`src/rtl/serial_adder_pkg.sv`:
```
// Shared types for the bit-serial adder.
package serial_adder_pkg;

  // Controller states: waiting for a request, shifting bits, result pulse.
  typedef enum logic [1:0] {
    IDLE = 2'b00,
    ADD  = 2'b01,
    DONE = 2'b10
  } sa_state_t;

endpackage : serial_adder_pkg

```
`src/rtl/serial_adder_fa.sv`:
```
// Gate-level one-bit full adder, purely combinational.
module FA (
  input  logic A,
  input  logic B,
  input  logic Ci,
  output logic S,
  output logic Co
);

  logic ab_x_s;
  logic ab_a_s;
  logic xc_a_s;

  assign ab_x_s = A ^ B;
  assign ab_a_s = A & B;
  assign xc_a_s = ab_x_s & Ci;
  assign S      = ab_x_s ^ Ci;
  assign Co     = ab_a_s | xc_a_s;

endmodule : FA

```
`src/rtl/serial_adder.sv`:
```
// Bit-serial N-bit adder: one operand bit pair per clock through FA, LSB first.
module serial_adder
  import serial_adder_pkg::*;
#(
  parameter int N = 8
) (
  input  logic         clock,
  input  logic         reset,
  input  logic         start,
  input  logic [N-1:0] A,
  input  logic [N-1:0] B,
  input  logic         Cin,
  output logic         busy,
  output logic         done,
  output logic [N-1:0] Sum,
  output logic         Cout
);

  localparam int CW = $clog2(N);
  localparam logic [CW-1:0] LAST_BIT = CW'(N - 1);

  sa_state_t     state_q, state_d;
  logic [N-1:0]  ra_q, ra_d;
  logic [N-1:0]  rb_q, rb_d;
  logic [N-1:0]  rs_q, rs_d;
  logic          carry_q, carry_d;
  logic [CW-1:0] cnt_q, cnt_d;
  logic [N-1:0]  sum_q, sum_d;
  logic          cout_q, cout_d;
  logic          busy_q, busy_d;
  logic          done_q, done_d;

  logic          fa_s;
  logic          fa_co;

  // The single full adder always sees the operand LSBs and the running carry.
  FA u_fa (
    .A  (ra_q[0]),
    .B  (rb_q[0]),
    .Ci (carry_q),
    .S  (fa_s),
    .Co (fa_co)
  );

  // Next-state, datapath and output-pulse logic for the controller.
  always_comb begin
    state_d = state_q;
    ra_d    = ra_q;
    rb_d    = rb_q;
    rs_d    = rs_q;
    carry_d = carry_q;
    cnt_d   = cnt_q;
    sum_d   = sum_q;
    cout_d  = cout_q;
    done_d  = 1'b0;

    case (state_q)
      IDLE: begin
        if (start) begin
          ra_d    = A;
          rb_d    = B;
          carry_d = Cin;
          cnt_d   = {CW{1'b0}};
          state_d = ADD;
        end else begin
          state_d = IDLE;
        end
      end

      ADD: begin
        ra_d    = {1'b0, ra_q[N-1:1]};
        rb_d    = {1'b0, rb_q[N-1:1]};
        rs_d    = {fa_s, rs_q[N-1:1]};
        carry_d = fa_co;
        if (cnt_q == LAST_BIT) begin
          // Last bit: publish the completed sum; the counter stays at terminal count.
          sum_d   = {fa_s, rs_q[N-1:1]};
          cout_d  = fa_co;
          done_d  = 1'b1;
          state_d = DONE;
        end else begin
          cnt_d   = cnt_q + CW'(1);
        end
      end

      DONE: begin
        state_d = IDLE;
      end

      default: begin
        state_d = IDLE;
      end
    endcase

    busy_d = (state_d != IDLE);
  end

  // All state and registered outputs, cleared asynchronously by reset.
  always_ff @(posedge clock or posedge reset) begin
    if (reset) begin
      state_q <= IDLE;
      ra_q    <= {N{1'b0}};
      rb_q    <= {N{1'b0}};
      rs_q    <= {N{1'b0}};
      carry_q <= 1'b0;
      cnt_q   <= {CW{1'b0}};
      sum_q   <= {N{1'b0}};
      cout_q  <= 1'b0;
      busy_q  <= 1'b0;
      done_q  <= 1'b0;
    end else begin
      state_q <= state_d;
      ra_q    <= ra_d;
      rb_q    <= rb_d;
      rs_q    <= rs_d;
      carry_q <= carry_d;
      cnt_q   <= cnt_d;
      sum_q   <= sum_d;
      cout_q  <= cout_d;
      busy_q  <= busy_d;
      done_q  <= done_d;
    end
  end

  assign busy = busy_q;
  assign done = done_q;
  assign Sum  = sum_q;
  assign Cout = cout_q;

endmodule : serial_adder

```
`config.mk`:
```
export PLATFORM = sky130hd
export DESIGN_NAME = serial_adder
export DESIGN_NICKNAME = d
export VERILOG_FILES = /design/src/rtl/serial_adder_pkg.sv /design/src/rtl/serial_adder_fa.sv /design/src/rtl/serial_adder.sv
export SDC_FILE = /design/constraint.sdc
export NUM_CORES = 1
export LEC_CHECK = 0
export CORE_ASPECT_RATIO = 1.4
export CORE_MARGIN = 2
export CORE_UTILIZATION = 51
export DETAILED_ROUTE_END_ITERATION = 10
export HOLD_SLACK_MARGIN = 0.05
export PLACE_DENSITY = 0.85
export SYNTH_ARGS = -nofsm -noshare
export SYNTH_HDL_FRONTEND = slang
export SYNTH_SLANG_ARGS = --single-unit
```
`constraint.sdc`:
```
create_clock -name clock -period 4.3 [get_ports clock]
set_input_delay 0.43 -clock clock [delete_from_list [all_inputs] [get_ports clock]]
set_output_delay 0.43 -clock clock [all_outputs]
set_load 0.03 [all_outputs]
```
Yosys cells after proc, flatten, opt, wreduce, memory -nomap -nowiden

Index checks and enable logic that the tools add are counted.

Input port bits: 20
Flip-flop bits (word level): 41
Output and inout port bits: 11

$add $sub $neg: 1
Eq/ne operators: 4
Bitwise operators: 5
Reductions and logical operators: 6
Mux-type cells: 14

Operators by type and width:

| kind                | number |
|---|---|
| $pmux 8 s2          | 2 |
| $mux 8              | 2 |
| $mux 3              | 2 |
| $pmux 3 s2          | 1 |
| $mux 1              | 4 |
| $ne 2x2->1 const B  | 2 |
| $pmux 2 s2          | 1 |
| $reduce_and 2->1    | 2 |
| $reduce_bool 2->1   | 2 |
| $add 3x1->3 const B | 1 |
| $eq 3x3->1 const B  | 1 |
| $reduce_and 3->1    | 1 |
| $and 1x1->1         | 2 |
| $eq 2x1->1 const B  | 1 |
| $logic_not 2->1     | 1 |
| $mux 2              | 1 |
| $pmux 1 s2          | 1 |
| $xor 1x1->1         | 2 |
| $or 1x1->1          | 1 |

Depth between registers and ports, before layout

Word-level depth: 4
Depth in mapped cells: 5
Depth with buffers taken out: 4

Hierarchy

From an unflattened synthesis, not the netlist that was laid out.

Cells, all modules: 162
Area total of the unflattened synthesis: 1810.5 um2

By module, submodules not included:

| module       | area each (um2) | instances | cells each | sequential area each (um2) |
|---|---|---|---|---|
| serial_adder | 1790.5          | 1         | 161        | 1001.0 |
| FA           | 20.0            | 1         | 1          | 0.0 |

Least setup slack after synthesis

OpenSTA, ideal clock, no wires.

Kind: register -> register
Start point: register cnt_q[0]
End point: register cout_q (netlist: Cout)
Path buffers: 1
Arrival: 1447 ps
Cell stages (with the launch flop): 6
Period minus slack after synthesis: 1572 ps
Required time: 4175 ps
Path slack: 2728 ps
Path through: dfrtp_1 > ha_1 > ha_1 > nand3b_1 > buf_2 > mux2_2

Word-level cells in the longest chain between the ends: 2

RTL lines:

| element                           | line                | source |
|---|---|---|
| start: declaration                | serial_adder.sv:27  | `logic [CW-1:0] cnt_q, cnt_d;` |
| start signal: assignment          | serial_adder.sv:106 | `cnt_q <= {CW{1'b0}};` |
| start signal: assignment          | serial_adder.sv:117 | `cnt_q <= cnt_d;` |
| $eq 3x3->1                        | serial_adder.sv:75  | `if (cnt_q == LAST_BIT) begin` |
| $reduce_and 2->1 (no source line) | --                  |  |
| end signal: assignment            | serial_adder.sv:119 | `cout_q <= cout_d;` |
| end: declaration                  | serial_adder.sv:29  | `logic cout_q, cout_d;` |

Every way passes these cells.
A chain may end at the register's enable or synchronous reset.

Worst setup path in the final report

Start point: input start
End point: register ra_q[5]

Word-level cells in the longest chain between the ends: 2

RTL lines:

| element                           | line                | source |
|---|---|---|
| start: declaration                | serial_adder.sv:9   | `input logic start,` |
| $ne 2x2->1 (no source line)       | --                  |  |
| $reduce_and 2->1 (no source line) | --                  |  |
| end signal: assignment            | serial_adder.sv:102 | `ra_q <= {N{1'b0}};` |
| end signal: assignment            | serial_adder.sv:113 | `ra_q <= ra_d;` |
| end: declaration                  | serial_adder.sv:23  | `logic [N-1:0] ra_q, ra_d;` |

Every way passes these cells.

==> impl_metrics.env <==
export IMPL_routed_wirelength_um=3390
export IMPL_vias=1256
export IMPL_outcome="finished, final reports clean"
export IMPL_cellLeakagePower_uw=0.000975
export IMPL_critical_path_slowest_cell="sky130_fd_sc_hd__clkdlybuf4s50_1"
export IMPL_number_of_enable_flip_flop_cells_after_synthesis=0
export IMPL_global_route_usage_total=0.192
export IMPL_floorplan_initialDensity=0.541
export IMPL_io_buffer_count=30
export IMPL_clk_path_buf_depth=2
export IMPL_tritoncts="built"
export IMPL_insertedDiodeCount=0
export IMPL_firstDrtPassIters=4
export IMPL_hold_viol_final=0
export IMPL_timing_max_transition_violations_final=0
export IMPL_die_width_um=54.8
export IMPL_area_of_the_placeable_core_um2=3410
export IMPL_power_per_cell_area_nw_per_um2=718
export IMPL_io_pin_count=31
export IMPL_report_power_total_uw=1610
export IMPL_share_of_the_cycle_needed_by_the_critical_path_after_routing=0.529
export IMPL_synth_seq_cells=40
export IMPL_setup_tns_ns=0
export IMPL_timing_critical_path_arrival_ns=2.45
export IMPL_syn_instance_count=147
export IMPL_cts_sink_count=40
export IMPL_cp_data_required_time_ns=4.48
export IMPL_hold_path_depth=1
export IMPL_final_core_utilization=0.657
export IMPL_synth_sequential_area_ratio=0.543
export IMPL_cts_hold_fix_buffers=0
export IMPL_antenna_violations_before_repair=0
export IMPL_crit_fanout=20
export IMPL_vias_per_cell=5.90
export IMPL_layout_drive_gt1_share=0.185
export IMPL_timing_fmax_mhz=440
export IMPL_max_vdd_ir_drop_mv=0.435
export IMPL_number_of_buffers_created_by_cts=5
export IMPL_worstSetupStartpointType="input port"
export IMPL_post_synth_num_cell_types=27
export IMPL_design_die_area_um2=4120
export IMPL_tightestPinTransition_ns=0.998
export IMPL_design_area_um2=2240
export IMPL_netlist_area_um2=1840
export IMPL_worst_setup_path_type="input port to register"
export IMPL_timing_max_slew_rel_slack=0.335
export IMPL_min_path_type="register to register"
export IMPL_worst_skew_pair_late_latency_ns=0.29
export IMPL_wire_length_of_the_first_global_routing_pass_um=5440
export IMPL_unrepaired_setup_endpoints_after_global_routing="false"
export IMPL_postSynth_asyncResetShare=1.00
export IMPL_grt_start_max_net_pins=41
export IMPL_post_cts_resize_count=0
export IMPL_place_gp_congestion=0.776
export IMPL_final_critical_path_required_period_ns=2.27
export IMPL_detailed_route_iter0_violations=33
export IMPL_root_buffer_master="sky130_fd_sc_hd__clkbuf_8"
export IMPL_die_height_um=75.1
export IMPL_clkSlewWorstSetupHoldPaths_ns=0.07
export IMPL_cts_max_level=2
export IMPL_globalRoute_totalOverflow=0
export IMPL_ff2ff_path_depth=3
export IMPL_yosysWarnings=0
export IMPL_drt_antenna_violating_nets=0
export IMPL_area_delta_synth_final_pct=21.5
export IMPL_yosys_most_used_dff="sky130_fd_sc_hd__dfrtp_1"
export IMPL_wl_per_cell_um=15.9
export IMPL_finalSetupViolations=0
export IMPL_timing_critical_path_cells="clkdlybuf4s50_1 -> o21bai_2 -> clkinv_1 -> o221a_2"
export IMPL_place_area_um2=2130
export IMPL_worst_hold_slack_ns=0.487
export IMPL_post_dp_hpwl_um=2450
export IMPL_syn_mean_instance_area_um2=12.5
export IMPL_postCtsSetupBuffers=0
export IMPL_worst_setup_ep_type="register"
export IMPL_finalNetCount=195
export IMPL_grt_pass1_vias=1258
export IMPL_remaining_drc_errors=0
export IMPL_row_count=25
export IMPL_worst_clock_skew_ns=0.00475
export IMPL_slowest_delay_ns=0.72
export IMPL_total_nets_after_synthesis=170
export IMPL_max_cap_violations=0
-- metal layers --
metal,wire [um],track usage,up-vias
met3,188,0.0655,5
li1,-,-,584
met1,1300,0.222,626
met4,70,0.0833,0
met5,0,0,-
met2,1830,0.316,41
-- per-stage QoR --
stage / setup slack, ns / instances
CTS: 2.06 / 213
global placement: 1.88 / 205
floorplan: 2.73 / 147
finish: 2.03 / 213
detailed placement: 1.73 / 205
global route: 1.90 / 213
-- cell families after synthesis --
family | after synthesis | synth area share
mux | 16 | 0.0978
fa+ha+maj | 3 | 0.0244
compound gates | 22 | 0.108
simple gates | 38 | 0.157
buf+inv | 28 | 0.0699
flops | 40 | 0.543
-- cell type report --
| class | instances | area, um^2 |
|---|---|---|
| fillers | 270 | 1170 |
| multi-input cells | 79 | 713 |
| clock inverters | 3 | 42.5 |
| well taps | 40 | 50.0 |
| repair buffers | 31 | 308 |
| inverters | 15 | 56.3 |
| flip-flops and latches | 40 | 1000 |
| clock buffers | 5 | 68.8 |
-- Yosys cell counts (all sizes together) (5+ instances only) --
cell type / instances / area [um^2]
o221a: 6 / 67.6
inv: 14 / 52.6
nor4b: 10 / 87.6
nand2b: 5 / 31.3
dfrtp: 40 / 1000
a211oi: 5 / 37.5
or4b: 6 / 60.1
mux2: 16 / 180
buf: 9 / 57.6
nor3b: 6 / 45.0
-- path summary, 6_finish.rpt --
check	slack (ns)	to	startpoint
min reg2reg	0.49	rb_q[7]	rb_q[7]
max reg2reg	2.10	ra_q[5]	state_q[1]
min	0.49	rb_q[7]	rb_q[7]
min in group asynchronous	0.53	rb_q[2]	reset
max	2.03	ra_q[5]	start
max in group asynchronous	3.42	rs_q[2]	reset
-- layout by cell type, fill, tap and decap left out, drive strengths merged, types with 2 or more instances in the layout --
cell            n
a211o           2
a211oi          5
a221oi          4
clkbuf          5
clkdlybuf4s50  30
clkinv          2
dfrtp          40
ha              2
inv            14
mux2           16
nand2b          5
nand3           2
nor2            4
nor3b           6
nor4b          10
nor4bb          2
o221a           6
o221ai          2
or4b            6
-- worst max-delay path, delay by kind of cell --
family / cells / cell delay [ns]
AO/OA/AOI/OAI: 2 / 0.91
buffers and inverters: 2 / 1.10
-- sequential cells by signal, indices dropped and copies added, names as in the netlist --
| register | flops |
|---|---|
| ra_q | 8 |
| done | 1 |
| rs_q | 7 |
| Cout | 1 |
| rb_q | 8 |
| Sum | 8 |
| carry_q | 1 |
| busy | 1 |
| cnt_q | 3 |
| state_q | 2 |
-- where the power goes --
| part | internal (uW) | switching [uW] | total (uW) | leakage, uW |
|---|---|---|---|---|
| clock network | 172 | 130 | 302 | 0.0000541 |
| registers | 550 | 147 | 697 | 0.000472 |
| logic | 327 | 282 | 609 | 0.000449 |
| total | 1050 | 560 | 1610 | 0.000975 |
(Power assumes the default switching activity.)
